File: src/rtl/blink_req_sched.sv
// Two-requester round-robin scheduler in front of one shared iterative Blink
// 128/128 core: one operation in flight, result returned on a tagged valid/ready port.
module blink_req_sched #(
  parameter int N        = 128,
  parameter int TWEAK    = 128,
  parameter int CORE_LAT = 16,
  parameter int CNT_W    = $clog2(CORE_LAT) + 1
) (
  input  logic             clk,
  input  logic             rst,
  input  logic             req0_valid,
  output logic             req0_ready,
  input  logic             req0_enc,
  input  logic [N-1:0]     req0_p,
  input  logic [TWEAK-1:0] req0_t,
  input  logic             req1_valid,
  output logic             req1_ready,
  input  logic             req1_enc,
  input  logic [N-1:0]     req1_p,
  input  logic [TWEAK-1:0] req1_t,
  output logic             core_enc,
  output logic [N-1:0]     core_p,
  output logic [TWEAK-1:0] core_t,
  output logic             core_load,
  input  logic [N-1:0]     core_c,
  output logic             res_valid,
  input  logic             res_ready,
  output logic [N-1:0]     res_data,
  output logic             res_id,
  output logic             busy,
  output logic [15:0]      ops_done
);

  typedef enum logic [1:0] {IDLE, RUN, OUT} state_t;

  localparam logic [CNT_W-1:0] LOAD_CNT = CNT_W'(CORE_LAT - 1);
  localparam logic [CNT_W-1:0] CNT_ONE  = CNT_W'(1);

  state_t           state;
  state_t           state_nxt;
  logic             last;
  logic [CNT_W-1:0] cnt;
  logic             any_valid;
  logic             win;

  // The requester that did not win last time gets priority when both ask.
  always_comb begin
    any_valid  = req0_valid || req1_valid;
    win        = (req0_valid && req1_valid) ? ~last : req1_valid;
    req0_ready = rst && (state == IDLE) && req0_valid && !win;
    req1_ready = rst && (state == IDLE) && req1_valid && win;
    busy       = (state != IDLE);
  end

  always_ff @(posedge clk or negedge rst) begin
    if (!rst) begin
      state <= IDLE;
    end else begin
      state <= state_nxt;
    end
  end

  always_comb begin
    state_nxt = state;
    case (state)
      IDLE:    if (any_valid) state_nxt = RUN;
      RUN:     if (cnt == '0) state_nxt = OUT;
      OUT:     if (res_ready) state_nxt = IDLE;
      default: state_nxt = IDLE;
    endcase
  end

  // Operands stay registered on the core inputs from accept until the next accept.
  always_ff @(posedge clk or negedge rst) begin
    if (!rst) begin
      core_enc  <= 1'b0;
      core_p    <= '0;
      core_t    <= '0;
      core_load <= 1'b0;
      res_valid <= 1'b0;
      res_data  <= '0;
      res_id    <= 1'b0;
      ops_done  <= '0;
      last      <= 1'b1;
      cnt       <= '0;
    end else begin
      core_load <= 1'b0;
      case (state)
        IDLE: begin
          if (any_valid) begin
            core_enc  <= win ? req1_enc : req0_enc;
            core_p    <= win ? req1_p : req0_p;
            core_t    <= win ? req1_t : req0_t;
            res_id    <= win;
            last      <= win;
            cnt       <= LOAD_CNT;
            core_load <= 1'b1;
          end
        end
        RUN: begin
          if (cnt == '0) begin
            res_data  <= core_c;
            res_valid <= 1'b1;
            ops_done  <= ops_done + 16'd1;
          end else begin
            cnt <= cnt - CNT_ONE;
          end
        end
        OUT: begin
          if (res_ready) res_valid <= 1'b0;
        end
        default: ;
      endcase
    end
  end

endmodule

File: config.mk
export PLATFORM = sky130hd
export DESIGN_NAME = blink_req_sched
export DESIGN_NICKNAME = d
export VERILOG_FILES = /design/src/rtl/blink_req_sched.sv
export SDC_FILE = /design/constraint.sdc
export NUM_CORES = 1
export LEC_CHECK = 0
export BUFFER_PORTS_ARGS = -buffer_cell sky130_fd_sc_hd__buf_2
export CAP_MARGIN = 15
export CORE_AREA = 5 5 408 410
export CTS_BUF_LIST = sky130_fd_sc_hd__clkbuf_2 sky130_fd_sc_hd__clkbuf_4 sky130_fd_sc_hd__clkbuf_8
export DETAILED_ROUTE_END_ITERATION = 12
export DIE_AREA = 0 0 413 415
export PLACE_DENSITY = 0.3
export SYNTH_ARGS = -nofsm -noshare
export SYNTH_HDL_FRONTEND = slang
export SYNTH_SLANG_ARGS = --single-unit
File: constraint.sdc
create_clock -name clk -period 2.8 [get_ports clk]
set_input_delay 0.14 -clock clk [delete_from_list [all_inputs] [get_ports clk]]
set_output_delay 0.14 -clock clk [all_outputs]
set_load 0.005 [all_outputs]
==> results_dict.tcl, run 1 <==
set metrics [dict create \
    drc 0 \
    via_per_inst 3.35 \
    rsz0062_at_grt "false" \
    clock-root-buffer "clkbuf_8" \
    crit_path_end_kind "flop" \
    cts_buffer_depth 3 \
    syn_area_mm2 0.0176 \
    post-place-ws_ns 0.653 \
    synth_area_leaders "dfrtp_1, mux2i_1, nand2_1" \
    syn_nets 2421 \
    clkTransAtPathRegs_ns 0.06 \
    report.final.hold_viol_count 0 \
    antenna_found_initial 35 \
    ant_nets 0 \
    crit_type "reg -> reg" \
    design_area_mm2 0.0343 \
    first_pass_iters 5 \
    pin_count 1054 \
    post-route-util_pct 21.2 \
    cp-start-kind "flop" \
    ys_types 35 \
    final_common_cell "buf_2" \
    core_mm2 0.162 \
    timing.fmax_mhz 404 \
    final_cells 5768 \
    path_max_fanout 36 \
    cap_violations 0 \
    worstPathCellList "a21boi_4 > buf_12 > buf_4 > mux2i_1 > dlygate4sd3_1 > o21ai_0" \
    cp_slowest_stage_delay_ns 0.56 \
    post_cts_buffers 0 \
    num_rows 148 \
    die_h_um 415 \
    totalWireLength_mm 105 \
    syn_to_final_growth_pct 94.8 \
    async_reset_ff_share_pct 100 \
    slowest_stage "dlygate4sd3_1" \
    clock-skew-final_ns 0.0349 \
    cts_resized 0 \
    timing.final.ws_setup_ns 0.327 \
    status "completed" \
    grt_max_degree 134 \
    arrival_ns 3.06 \
    holdBufCountCts 655 \
    synth_seq_cells 412 \
    dieArea_mm2 0.171 \
    cellPowerDensity_mw_per_mm2 830 \
    synthCells 1772 \
    port_buffers 1053 \
    overflow 0 \
    dp.cells 4949 \
    yosysTopAreaCellShare_pct 58.4 \
    worstMarginPinSlew_ns 0.650 \
    track_usage_pct 11.8 \
    pwr-share-comb_pct 39.2 \
    drive_gt1_share_pct 35.7 \
    clk_latency_ns 0.72 \
    leakage_uw 0.0169 \
    ys.flop_type "dfrtp_1" \
    cts_sinks 412 \
    min_period_over_period_pct 88.3 \
    synth_edf_count 0 \
    cts-htree-levels 3 \
    required_ns 3.39 \
    fin_tns_setup_ns 0 \
    vias 19294 \
    p_clk_share_pct 24.7 \
    grt_pass1_vias 21282 \
    grt_pass1_wl_mm 148 \
    wl_per_cell_um 18.2 \
    setup_viol 0 \
    place_area_mm2 0.0259 \
    fill_cells 18154 \
    post-dp-hpwl_mm 82.6 \
    start_util_pct 10.9 \
    vdd_drop_max_mv 0.414 \
    power.share.sequential_pct 36.1 \
    slew_headroom_pct 56.5 \
    power_switching_uw 10600 \
    hp-class "in -> async" \
    gp_congestion 0.864 \
    slew_viol_final 0 \
    cts_tree "done" \
    numCtsBuffers 88 \
    yosys_warnings 0 \
    nets 4168 \
    layout_common_cells "buf_2, dlygate4sd3_1, nand2_1" \
    die_width_um 413 \
    power.internal_uw 17900 \
    p_sw_share_pct 37.2 \
    avgSynthCellArea_um2 9.94 \
    synth_top_area_cell "dfrtp_1" \
    min_period_ns 2.47 \
    ys_seq_area_share_pct 58.6 \
    drt_iter0_drc 645 \
]
[layout make-up]
cell class	count	area, um^2	share of cell area (%)
Antenna cell	13	32.5	0.0949
Clock buffer	137	1640	4.79
Clock inverter	14	190	0.555
Inverter	8	30.0	0.0876
Multi-Input combinational cell	1237	6830	19.9
Sequential cell	412	10300	30.1
Tap cell	2175	2720	7.94
Timing Repair Buffer	1772	12500	36.6
[final timing paths]
path                         startpoint           end  slack [ns]  cells after the start
min in group clk             core_c[43]  res_data[43]        0.16                      4
min                                 rst  res_data[25]        0.14                      3
max reg2reg                        last    core_t[60]        0.33                      6
max in group asynchronous           rst     core_p[2]        2.03                      4
max                                last    core_t[60]        0.33                      6
min reg2reg                res_data[63]  res_data[63]        0.46                      2
[critical path: cells and delay by family, from the launching register on]
kind	cells	cell delay, ns
buf+inv	3	1.25
flops	1	0.39
compound gates	2	0.33
mux	1	0.22
[routing by layer]
metal / up-vias / routed length [um] / global-route usage, %
li1: 9392 / - / -
met2: 644 / 53100 / 21.1
met3: 200 / 7430 / 3.67
met1: 9046 / 40400 / 13.1
met4: 12 / 3810 / 4.52
met5: - / 60 / 0
[logic make-up (layout without fill, tap and decap cells)]
| kind of cell | after synthesis | in the layout | synth area share, % |
|---|---|---|---|
| simple gates | 692 | 692 | 15.3 |
| flops | 412 | 412 | 58.6 |
| compound gates | 270 | 270 | 7.75 |
| mux | 257 | 257 | 14.6 |
| buf+inv | 123 | 1931 | 2.86 |
| xor+xnor | 16 | 16 | 0.796 |
| fa+ha+maj | 2 | 2 | 0.142 |
| other cells | 0 | 13 | 0 |
[power groups by stage]
stage          Combinational (uW)  Clock [uW]  Sequential [uW]
3_5_place_dp                10400           0            10400
6_report                    11200        7030            10300
2_1_floorplan                3860           0            10500
5_1_grt                     12500        7720            10700
3_3_place_gp                10300           0            10300
4_1_cts                     11500        7460            10300
[cells in the mapped netlist, drive strengths merged, types with 3 or more instances]
library cell,n
a21oi,4
nand3,5
xor2,9
inv,8
nand2b,3
o21ai,260
dfrtp,411
nor2,9
nand2,652
clkbuf,79
buf,36
and3,3
mux2i,257
nor3,4
xnor2,7
nor4,6
[metrics by stage]
| stage | hold WS (ns) | power, uW |
|---|---|---|
| 6_report | 0.137 | 28500 |
| 5_1_grt | 0.0405 | 30900 |
| 4_1_cts | 0.000342 | 29300 |
| 3_5_place_dp | 0.0956 | 20700 |
| 3_3_place_gp | 0.101 | 20700 |
| 2_1_floorplan | -0.156 | 14400 |
[state kept, by name (all words and copies together) (netlist names)]
register   flops
core_p       128
core_t       128
res_data     128
ops_done      16
cnt            5
state          2
core_enc       1
core_load      1
last           1
res_id         1
res_valid      1
No activity file was read; power rests on OpenSTA's default activity.
==> run 2, diff against run 1 <==
CELL_PAD_IN_SITES_DETAIL_PLACEMENT = 2   (was unset)
CELL_PAD_IN_SITES_GLOBAL_PLACEMENT = 2   (was unset)
PLACE_DENSITY = 0.4   (was 0.3)
==> results_dict.tcl, run 2 (synthesized netlist as in run 1, its figures left out) <==
set metrics [dict create \
    status "completed" \
    start_util_pct 10.9 \
    cap_violations 0 \
    cts-htree-levels 3 \
    layout_common_cells "buf_2, dlygate4sd3_1, nand2_1" \
    rrSetupSlack_ns 0.14 \
    cts_resized 0 \
    hp-class "in -> reg" \
    first_pass_iters 4 \
    clk_latency_ns 0.79 \
    vias 20303 \
    post-dp-hpwl_mm 90.8 \
    slew_headroom_pct 54.6 \
    via_per_inst 3.46 \
    leakage_uw 0.0174 \
    power.total_uw 30000 \
    met1_usage_pct 13.8 \
    nets 4253 \
    largestRegisters "core_p x128, core_t x128, res_data x128" \
    antenna_found_initial 35 \
    drive_gt1_share_pct 35.0 \
    rsz0062_at_grt "false" \
    clkTransAtPathRegs_ns 0.06 \
    holdBufCountCts 742 \
    report.final.hold_viol_count 0 \
    grt_pass1_wl_mm 165 \
    cts_buffer_depth 3 \
    ant_nets 0 \
    core_mm2 0.162 \
    cellPowerDensity_mw_per_mm2 848 \
    grtUsageMet2_pct 24.0 \
    pin_count 1054 \
    setup_viol 0 \
    gp_congestion 0.774 \
    numCtsBuffers 92 \
    port_buffers 1053 \
    clock-skew-final_ns 0.0554 \
    worstMarginPinSlew_ns 0.681 \
    dieArea_mm2 0.171 \
    fill_cells 18780 \
    cp-start-kind "flop" \
    drt_iter0_drc 602 \
    min_period_over_period_pct 94.9 \
    final_common_cell "buf_2" \
    fin_tns_setup_ns 0 \
    crit_type "reg -> reg" \
    arrival_ns 3.25 \
    grt_max_degree 130 \
    vdd_drop_max_mv 0.320 \
    slew_viol_final 0 \
    overflow 0 \
    grt-busiest-layer "met2" \
    track_usage_pct 13.2 \
    min_period_ns 2.66 \
    crit_path_start "last" \
    timing.fmax_mhz 376 \
    totalWireLength_mm 117 \
    die_width_um 413 \
    crit_path_end_kind "flop" \
    drc 0 \
    die_h_um 415 \
    min_from "core_c[118]" \
    wl_per_cell_um 19.9 \
    clock-root-buffer "clkbuf_8" \
    post_cts_buffers 0 \
    cts_sinks 412 \
    gr-usage-met3_pct 4.03 \
    num_rows 148 \
    cts_tree "done" \
    r2r_start "last" \
    required_ns 3.39 \
    syn_to_final_growth_pct 101 \
    grt_pass1_vias 23612 \
    path_max_fanout 50 \
]
-- run 2: cell type report --
type	instances	area [um^2]	area share, %
Clock inverter	17	209	0.591
Inverter	8	30.0	0.0849
Sequential cell	412	10300	29.2
Antenna cell	19	47.5	0.134
Tap cell	2175	2720	7.70
Clock buffer	148	1840	5.19
Timing Repair Buffer	1853	13400	37.8
Multi-Input combinational cell	1237	6830	19.3
-- run 2: final timing paths --
check / end / depth (start not counted)
worst max-delay path: core_t[105] / 7
worst min-delay path: res_data[118] / 4
worst max register to register: core_t[105] / 7
worst min register to register: core_t[28] / 2
max in group asynchronous: core_t[60] / 4
min in group asynchronous: res_data[67] / 4
-- run 2: metal layers --
metal  vias to the layer above  routed length (um)
met5                         -                  62
met4                        10                5350
met3                       242                8390
met2                       674               60200
met1                      9814               43000
li1                       9563                   -
-- run 2: through the flow --
step                      instances  util, %  instance area [um^2]  setup slack (ns)  hold WS [ns]
after detailed placement       4943     15.9                 25800             0.464         0.130
after global routing           5861     21.8                 35300            0.0295        0.0474
final                          5869     21.8                 35400             0.143         0.151
after floorplan                1772        -                 17600             0.840        -0.156
after global placement         4943     15.9                 25800             0.506         0.137
after CTS                      5850     21.8                 35300             0.101       0.00209
-- run 2: power by group --
part	switching (uW)	internal (uW)	total [uW]
registers	1540	8780	10300
clock network	3280	4440	7720
logic	6710	5210	11900
-- run 2: critical path, cell delays in order, from the launching register on --
cell           delay [ns]
dfstp_2              0.38
a21boi_4             0.22
buf_12               0.28
buf_4                0.31
mux2i_1              0.27
dlygate4sd3_1        0.63
buf_4                0.15
o21ai_0              0.07
